--- src/rtl/enigma_pkg.sv ---
// Shared constants for the Enigma datapath: alphabet geometry, rotor notch
// positions and the lookup direction encoding.
package enigma_pkg;

    localparam int ALPHA_DEF = 26;
    localparam int W_DEF     = 6;

    // Position at which a step carries into the next rotor ('Q','E','V','J','Z')
    localparam int NOTCH_I   = 16;
    localparam int NOTCH_II  = 4;
    localparam int NOTCH_III = 21;
    localparam int NOTCH_IV  = 9;
    localparam int NOTCH_V   = 25;

    typedef enum logic {
        DIR_FWD = 1'b0,
        DIR_REV = 1'b1
    } dir_e;

endpackage

--- src/rtl/mod_addsub.sv ---
// Combinational modular add/subtract for operands already reduced below ALPHA.
// One compare-and-correct step replaces any division.
module mod_addsub
    import enigma_pkg::*;
#(
    parameter int ALPHA = ALPHA_DEF,
    parameter int W     = W_DEF
) (
    input  logic [W-1:0] i_a,
    input  logic [W-1:0] i_b,
    input  logic         i_sub,
    output logic [W-1:0] o_y
);

    localparam logic [W:0] ALPHA_X = (W+1)'(ALPHA);

    logic [W:0] w_sum;
    logic [W:0] w_diff;

    assign w_sum  = {1'b0, i_a} + {1'b0, i_b};
    // MSB of the difference is the borrow, i.e. a < b
    assign w_diff = {1'b0, i_a} - {1'b0, i_b};

    always_comb begin
        o_y = '0;
        if (i_sub) begin
            o_y = w_diff[W] ? W'(w_diff + ALPHA_X) : w_diff[W-1:0];
        end else begin
            o_y = (w_sum >= ALPHA_X) ? W'(w_sum - ALPHA_X) : w_sum[W-1:0];
        end
    end

endmodule

--- src/rtl/rotor_stage.sv ---
// Pipelined Enigma rotor stage: loadable forward/inverse wiring, position
// register with notch carry, and a two-stage lookup in either direction.
module rotor_stage
    import enigma_pkg::*;
#(
    parameter int ALPHA = ALPHA_DEF,
    parameter int W     = W_DEF,
    parameter int NOTCH = NOTCH_I
) (
    input  logic         clk,
    input  logic         rst_n,
    input  logic         i_cfg_we,
    input  logic [W-1:0] i_cfg_addr,
    input  logic [W-1:0] i_cfg_data,
    input  logic [W-1:0] i_ring_set,
    input  logic         i_pos_load,
    input  logic [W-1:0] i_pos_value,
    input  logic         i_step,
    input  logic         i_in_valid,
    input  logic         i_in_dir,
    input  logic [W-1:0] i_in_data,
    output logic         o_out_valid,
    output logic [W-1:0] o_out_data,
    output logic         o_out_err,
    output logic         o_carry_out,
    output logic [W-1:0] o_pos
);

    localparam logic [W-1:0] ALPHA_W  = W'(ALPHA);
    localparam logic [W-1:0] ALPHA_M1 = W'(ALPHA - 1);
    localparam logic [W-1:0] NOTCH_W  = W'(NOTCH);

    logic [W-1:0] r_fwd [ALPHA];
    logic [W-1:0] r_inv [ALPHA];
    logic [W-1:0] r_pos;
    logic         r_carry;

    logic         r_s1_valid;
    logic         r_s1_err;
    dir_e         r_s1_dir;
    logic [W-1:0] r_s1_idx;
    logic [W-1:0] r_s1_shift;

    logic         r_out_valid;
    logic         r_out_err;
    logic [W-1:0] r_out_data;

    logic [W-1:0] w_shift;
    logic [W-1:0] w_idx;
    logic [W-1:0] w_t;
    logic [W-1:0] w_out;
    logic         w_err;
    logic         w_cfg_ok;

    assign w_err    = (i_in_data >= ALPHA_W);
    assign w_cfg_ok = i_cfg_we && (i_cfg_addr < ALPHA_W) && (i_cfg_data < ALPHA_W);

    mod_addsub #(.ALPHA(ALPHA), .W(W)) u_shift (
        .i_a(r_pos), .i_b(i_ring_set), .i_sub(1'b1), .o_y(w_shift)
    );

    mod_addsub #(.ALPHA(ALPHA), .W(W)) u_idx (
        .i_a(i_in_data), .i_b(w_shift), .i_sub(1'b0), .o_y(w_idx)
    );

    mod_addsub #(.ALPHA(ALPHA), .W(W)) u_out (
        .i_a(w_t), .i_b(r_s1_shift), .i_sub(1'b1), .o_y(w_out)
    );

    // Both tables are rewritten together so inv stays the inverse of fwd
    always_ff @(posedge clk or negedge rst_n) begin
        if (!rst_n) begin
            for (int i = 0; i < ALPHA; i++) begin
                r_fwd[i] <= W'(i);
                r_inv[i] <= W'(i);
            end
        end else if (w_cfg_ok) begin
            for (int i = 0; i < ALPHA; i++) begin
                if (i_cfg_addr == W'(i)) r_fwd[i] <= i_cfg_data;
                if (i_cfg_data == W'(i)) r_inv[i] <= i_cfg_addr;
            end
        end
    end

    always_ff @(posedge clk or negedge rst_n) begin
        if (!rst_n) begin
            r_pos   <= '0;
            r_carry <= 1'b0;
        end else begin
            r_carry <= 1'b0;
            if (i_pos_load) begin
                if (i_pos_value < ALPHA_W) r_pos <= i_pos_value;
            end else if (i_step) begin
                r_pos   <= (r_pos == ALPHA_M1) ? '0 : r_pos + 1'b1;
                r_carry <= (r_pos == NOTCH_W);
            end
        end
    end

    // Stage 1 captures the pre-update position via w_shift
    always_ff @(posedge clk or negedge rst_n) begin
        if (!rst_n) begin
            r_s1_valid <= 1'b0;
            r_s1_err   <= 1'b0;
            r_s1_dir   <= DIR_FWD;
            r_s1_idx   <= '0;
            r_s1_shift <= '0;
        end else begin
            r_s1_valid <= i_in_valid;
            if (i_in_valid) begin
                r_s1_err   <= w_err;
                r_s1_dir   <= dir_e'(i_in_dir);
                r_s1_idx   <= w_err ? '0 : w_idx;
                r_s1_shift <= w_shift;
            end
        end
    end

    always_comb begin
        w_t = '0;
        for (int i = 0; i < ALPHA; i++) begin
            if (r_s1_idx == W'(i)) w_t = (r_s1_dir == DIR_REV) ? r_inv[i] : r_fwd[i];
        end
    end

    always_ff @(posedge clk or negedge rst_n) begin
        if (!rst_n) begin
            r_out_valid <= 1'b0;
            r_out_err   <= 1'b0;
            r_out_data  <= '0;
        end else begin
            r_out_valid <= r_s1_valid;
            if (r_s1_valid) begin
                r_out_err  <= r_s1_err;
                r_out_data <= r_s1_err ? '0 : w_out;
            end
        end
    end

    assign o_out_valid = r_out_valid;
    assign o_out_data  = r_out_data;
    assign o_out_err   = r_out_err;
    assign o_carry_out = r_carry;
    assign o_pos       = r_pos;

endmodule

--- config.mk ---
export PLATFORM = sky130hd
export DESIGN_NAME = rotor_stage
export DESIGN_NICKNAME = d
export VERILOG_FILES = /design/src/rtl/enigma_pkg.sv /design/src/rtl/mod_addsub.sv /design/src/rtl/rotor_stage.sv
export SDC_FILE = /design/constraint.sdc
export NUM_CORES = 1
export LEC_CHECK = 0
export ABC_AREA = 1
export CAP_MARGIN = 30
export CORE_ASPECT_RATIO = 1.25
export CORE_MARGIN = 2
export CORE_UTILIZATION = 44
export CTS_CLUSTER_DIAMETER = 100
export DETAILED_ROUTE_END_ITERATION = 8
export GPL_TIMING_DRIVEN = 0
export PLACE_DENSITY_LB_ADDON = 0.08
export SLEW_MARGIN = 15
export SYNTH_ARGS = -nofsm -noshare
export SYNTH_HDL_FRONTEND = slang
export SYNTH_SLANG_ARGS = --single-unit
export TNS_END_PERCENT = 1
--- constraint.sdc ---
create_clock -name clk -period 3.9 [get_ports clk]
set_input_delay 0.39 -clock clk [delete_from_list [all_inputs] [get_ports clk]]
set_output_delay 0.39 -clock clk [all_outputs]
set_load 0.02 [all_outputs]
==> results.toml, run 1 <==
[run_status]
status = "complete, but fails checks"
violations = "negative setup slack"

[power]
leakage_nw = 9.243
powerDensity_nw_per_um2 = 572.4
ir_drop_mv = 0.6306

[layout]
fin_util_pct = 52.68
layout_commonest_cell = "nand2_1"
mostFrequentLayoutCells = "nand2_1 (551), o21ai_0 (303), dfrtp_1 (224)"
drive_above_1_share_pct = 18.26
syn2layout_area_growth_pct = 18.67
antenna_cells = 0
layout.nets = 2252
final_cell_area_um2 = 20040

[place]
pre_cts_slack_ns = -0.5009
gp_congestion = 0.8792
dp_hpwl_um = 35350
numPortBuffers = 51
dpl_cell_area_um2 = 18110

[worst_hold_path]
hold_path.class = "register to register"
holdPathEnd = "o_out_valid$_DFF_PN0_"
min_path_cells = 0
min_from = "r_s1_valid$_DFF_PN0_"

[floorplanning]
core-area_um2 = 38040
core.rowCount = 80
initial_core_util_pct = 44.39
ios = 52
dieWidth_um = 179.2
dieArea_um2 = 39970
die_y_um = 223.0

[cts]
cts_tree = "built"
cts_root_buf = "clkbuf_16"
h-tree-depth = 2
cts_buffers = 39
clkTransAtPathRegs_ns = 0.05
cts_sinks = 342
clock_latency_ns = 0.54
clockBufferDepth = 3

[grt]
grt_pass1_vias = 14303
grt_max_degree = 101
grt_pass1_wl_um = 80600
grt_use_total_pct = 26.28
grt_remaining_overflow = 0
antenna_found_initial = 0

[setup_path]
arrival_ns = 4.51
cp_top_family = "simple AND/OR/NAND/NOR gates"
rr_worst_depth = 27
critPathBufInv = 5
crit_cells = 27
critPathCaptureType = "register"
slowest_delay_ns = 0.36
r2r-start = "r_s1_dir$_DFFE_PN0P_"
r2r-end = "o_out_data[4]$_DFFE_PN0P_"
crit_path_top_delay_cell = "dfrtp_1"
ff2ff_setup_slack_ns = -0.19
worstPathRequired_ns = 4.32
crit_path_frequent_cell = "nand2_1"
cp-start-kind = "register"
crit_type = "register to register"
cp_max_fo = 8

[yosys]
synth_cell_types = 50
avgSynthCellArea_um2 = 8.209
yosysWarningCount = 0
synth_edf_count = 0
synth_fp_nets = 2121
synth_ff_type = "dfrtp_1"
synth.yosys.seq_area_share_pct = 51.53
synth_area_um2 = 16890
synth_seq_cells = 342
synthArstFlopShare_pct = 100.0
postSynthCellCount = 2057

[drt]
viasPerCell = 5.327
drc = 0
wl_um = 51330
wl_per_cell_um = 18.94
via_count = 14436
drt_first_pass_iters = 7
drt-initial-drc-count = 1059
ant_nets = 0

[timing]
worstMarginPinSlew_ns = 0.9350
relSlewSlack_pct = 37.66
rsz0062_at_grt = "yes"
hold_slack_ns = 0.4066
finalCritPeriodShare_pct = 104.8
hold_violations = 0
setup_ws_ns = -0.1885
setup_viol = 5
skew_ns = 0.009653
drv_slew = 0
period_needed_ns = 4.088
fmaxAchievable_mhz = 244.6

[flow_run]
drv_cap = 0
==> layout make-up <==
class / instances / area (um^2)
clock inverters: 14 / 176.4
plain buffers: 114 / 584.3
fillers: 3659 / 18000
inverters: 155 / 589.3
well taps: 492 / 615.6
repair buffers: 90 / 905.9
flip-flops and latches: 342 / 8706
clock buffers: 57 / 1136
multi-input cells: 1446 / 7326
==> how the worst max path moves through the flow <==
stage / start / slack, ns / to
2_1_floorplan: o_pos[0]$_DFFE_PN0P_ / 0.30 / r_s1_idx[2]$_DFFE_PN0P_
3_3_place_gp: rst_n / -12.68 / o_carry_out$_DFF_PN0_
3_5_place_dp: r_s1_idx[2]$_DFFE_PN0P_ / -0.50 / o_out_data[4]$_DFFE_PN0P_
4_1_cts: r_s1_dir$_DFFE_PN0P_ / -0.17 / o_out_data[5]$_DFFE_PN0P_
5_1_grt: r_s1_dir$_DFFE_PN0P_ / -0.43 / o_out_data[4]$_DFFE_PN0P_
6_report: r_s1_dir$_DFFE_PN0P_ / -0.19 / o_out_data[4]$_DFFE_PN0P_
==> synthesized netlist by cell type, types with 24 or more instances <==
library cell	number	area, um^2
buf_2	34	170.2
inv_1	142	533.0
nor2_1	188	705.7
dfrtp_1	228	5705
o211ai_1	66	495.5
nand2_1	559	2098
ha_1	24	300.3
clkbuf_1	70	262.8
o21ai_1	24	120.1
dfstp_2	114	2995
a21oi_1	43	215.2
nand4_1	35	219.0
or2_2	66	412.9
nand3_1	41	205.2
o21ai_0	309	1546
==> cells by family (layout without fill, tap and decap cells) <==
| group | Yosys count | count (layout) | share of synthesized area (%) |
|---|---|---|---|
| mux | 1 | 1 | 0.05928 |
| compound gates | 461 | 461 | 14.95 |
| xor+xnor | 20 | 20 | 1.037 |
| buf+inv | 269 | 430 | 6.446 |
| simple gates | 937 | 937 | 23.85 |
| fa+ha+maj | 27 | 27 | 2.134 |
| flops | 342 | 342 | 51.53 |
==> flip-flops by register name (all words and copies together) (netlist names) <==
| signal | cells |
|---|---|
| r_fwd | 156 |
| r_inv | 156 |
| o_out_data | 6 |
| o_pos | 6 |
| r_s1_idx | 6 |
| r_s1_shift | 6 |
| o_carry_out | 1 |
| o_out_err | 1 |
| o_out_valid | 1 |
| r_s1_dir | 1 |
| r_s1_err | 1 |
| r_s1_valid | 1 |
==> what timing repair did <==
action,4_1_cts,5_1_grt
resized for setup,74,19
endpoints found under the setup margin,7,10
hold endpoints to repair,43,0
hold buffers,1,0
pin swaps,33,19
gates cloned,1,0
setup buffers,27,5
==> power by group <==
| part | switching (mW) | internal, mW | total, mW |
|---|---|---|---|
| combinational | 2.24 | 1.47 | 3.71 |
| clock | 1.49 | 2.29 | 3.78 |
| sequential | 0.152 | 3.83 | 3.98 |
| total | 3.88 | 7.59 | 11.5 |
==> per-layer routing <==
layer | GRT usage, % | share of wire, %
met1 | 34.91 | 43
met2 | 44.06 | 48
met3 | 3.272 | 4.9
met4 | 9.339 | 3.4
met5 | 0 | 0
==> stage by stage <==
step	power (mW)	cells	TNS (ns)
global route	12.10	2710	-2.121
global placement	7.073	2600	-3804.04
finish	11.47	2710	-0.6696
CTS	11.30	2705	-0.6411
detailed placement	7.133	2605	-3.577
floorplan	6.141	2057	0
Note: power is estimated with default switching activity, not from simulation.
==> run 2, diff against run 1 <==
CORE_MARGIN = 3   (was 2)
==> run 2 against run 1 <==
  * The flow still finishes with violations (negative setup slack)
  * Sequential share of layout area up 0.29 points
  * Cell area down 0.67%
  * Worst hold slack better by 0.0085 ns
  * Utilization up 0.31 points
  * Critical path depth up 1
  * Clock power down 4%
  * Clock skew up 0.0035 ns
  * Combinational power down 3%
  * Largest power group unchanged
  * Highest routed layer unchanged
==> results.toml, run 2 (synthesis gave the netlist of run 1 again) <==
[run_status]
status = "complete, but fails checks"
violations = "negative setup slack"

[worst_hold_path]
min_path_cells = 1
hold_path.class = "input port to register"
min_from = "i_in_valid"
holdPathEnd = "r_s1_valid$_DFF_PN0_"

[setup_path]
ff2ff_setup_slack_ns = -0.09
worstPathRequired_ns = 4.32
arrival_ns = 4.41
r2r-end = "o_out_data[4]$_DFFE_PN0P_"
rr_worst_depth = 28
crit_type = "register to register"
crit_path_top_delay_cell = "dfrtp_1"
cp_max_fo = 10
cp-start-kind = "register"
critPathCaptureType = "register"
slowest_delay_ns = 0.35
r2r-start = "r_s1_dir$_DFFE_PN0P_"

[grt]
grt_remaining_overflow = 0
grt_pass1_vias = 13874
antenna_found_initial = 0
grt_max_degree = 92
grt_use_total_pct = 24.71
grt_pass1_wl_um = 79390

[drt]
wl_per_cell_um = 18.82
viasPerCell = 5.315
drt_first_pass_iters = 5
drc = 0
via_count = 14318
ant_nets = 0
wl_um = 50690
drt-initial-drc-count = 1252

[timing]
period_needed_ns = 3.987
setup_ws_ns = -0.08708
worstMarginPinSlew_ns = 0.9732
hold_slack_ns = 0.4151
setup_viol = 2
setup_tns_ns = -0.1725
skew_ns = 0.01319
relSlewSlack_pct = 35.12
hold_violations = 0
drv_slew = 0
finalCritPeriodShare_pct = 102.2
fmaxAchievable_mhz = 250.8
rsz0062_at_grt = "yes"

[place]
place_inst = 2599
pre_cts_slack_ns = -0.5690
dp_hpwl_um = 35280
gp_congestion = 0.9089
numPortBuffers = 51
dpl_cell_area_um2 = 18100

[cts]
cts_buffers = 39
clock_latency_ns = 0.54
cts_root_buf = "clkbuf_16"
clkTransAtPathRegs_ns = 0.06
h-tree-depth = 2
cts_tree = "built"
cts_sinks = 342
clockBufferDepth = 3

[floorplanning]
dieArea_um2 = 40780
core.rowCount = 79
dieWidth_um = 181.2
initial_core_util_pct = 44.96
core-area_um2 = 37560
ios = 52
die_y_um = 225.0

[layout]
ff_latch_area_um2 = 8706
fillCellCount = 3632
final_cell_area_um2 = 19900
fin_cells = 2694
layout.nets = 2243
multi_input_area_um2 = 7328
syn2layout_area_growth_pct = 17.87
mostFrequentLayoutCells = "nand2_1 (546), o21ai_0 (301), dfrtp_1 (224)"
largestRegisters = "r_fwd x156, r_inv x156"
antenna_cells = 0
drive_above_1_share_pct = 18.16
layout_commonest_cell = "nand2_1"

[flow_run]
drv_cap = 0

[power]
leakage_nw = 9.148
powerDensity_nw_per_um2 = 562.8
ir_drop_mv = 0.6008
## run 2: changes by cell type in the layout (fill, tap and decap cells not counted), moves of 5 or more
cell	before	now
nand2_1	551	546
buf_6	2	7
nand2_2	10	16
buf_4	42	30
## run 2: power by group
group / leakage [nW] / switching (mW) / total, mW / internal (mW)
clock: 0.617 / 1.47 / 3.62 / 2.15
sequential: 4.29 / 0.153 / 3.98 / 3.83
combinational: 4.24 / 2.20 / 3.60 / 1.39
total: 9.15 / 3.82 / 11.2 / 7.38
## run 2: layout make-up
| cell class | instances | share of cell area (%) |
|---|---|---|
| multi-input cells | 1446 | 36.82 |
| clock inverters | 9 | 0.5155 |
| inverters | 155 | 3.024 |
| repair buffers | 81 | 4.187 |
| flip-flops and latches | 342 | 43.74 |
| well taps | 486 | 3.055 |
| plain buffers | 114 | 2.892 |
| clock buffers | 61 | 5.771 |
## run 2: metal layers
layer  vias to the layer above  track usage (%)  routed length (um)
met4                         0            7.178                1381
met3                        81            3.132                2561
met2                       362            41.52               24460
li1                       6962                -                   -
met1                      6913            33.84               22290
met5                         -                0                   0
## run 2: what timing repair did
action	CTS	global route
hold endpoints to repair	50	0
hold buffers	1	0
setup endpoints to repair	7	9
pin swaps	29	33
setup buffers	20	4
gates resized for setup	70	37
## run 2: through the flow
| stage | power [mW] | util, % |
|---|---|---|
| 5_1_grt | 11.85 | 52.99 |
| 3_5_place_dp | 7.130 | 48.20 |
| 2_1_floorplan | 6.141 | - |
| 3_3_place_gp | 7.077 | 47.93 |
| 4_1_cts | 11.10 | 52.60 |
| 6_report | 11.20 | 52.99 |
## run 2: worst max-delay path, delay by kind of cell (launching register included)
kind                       cells  cell delay, ns
AOI/OAI and AO/OA              3            0.35
adders and majority gates      1            0.22
DFF                            1            0.35
buffers and inverters          4            0.43
xor gates and xnor gates       2            0.42
and+or+nand+nor               18            2.09
## run 2: how the worst max path moves through the flow
stage	cells past startpoint	end	start
after floorplan	21	r_s1_idx[2]$_DFFE_PN0P_	o_pos[0]$_DFFE_PN0P_
after global placement	1	o_pos[3]$_DFFE_PN0P_	rst_n
after detailed placement	27	o_out_data[4]$_DFFE_PN0P_	r_s1_idx[2]$_DFFE_PN0P_
after CTS	28	o_out_data[5]$_DFFE_PN0P_	r_s1_dir$_DFFE_PN0P_
after global routing	31	o_out_data[5]$_DFFE_PN0P_	r_s1_dir$_DFFE_PN0P_
final	28	o_out_data[4]$_DFFE_PN0P_	r_s1_dir$_DFFE_PN0P_
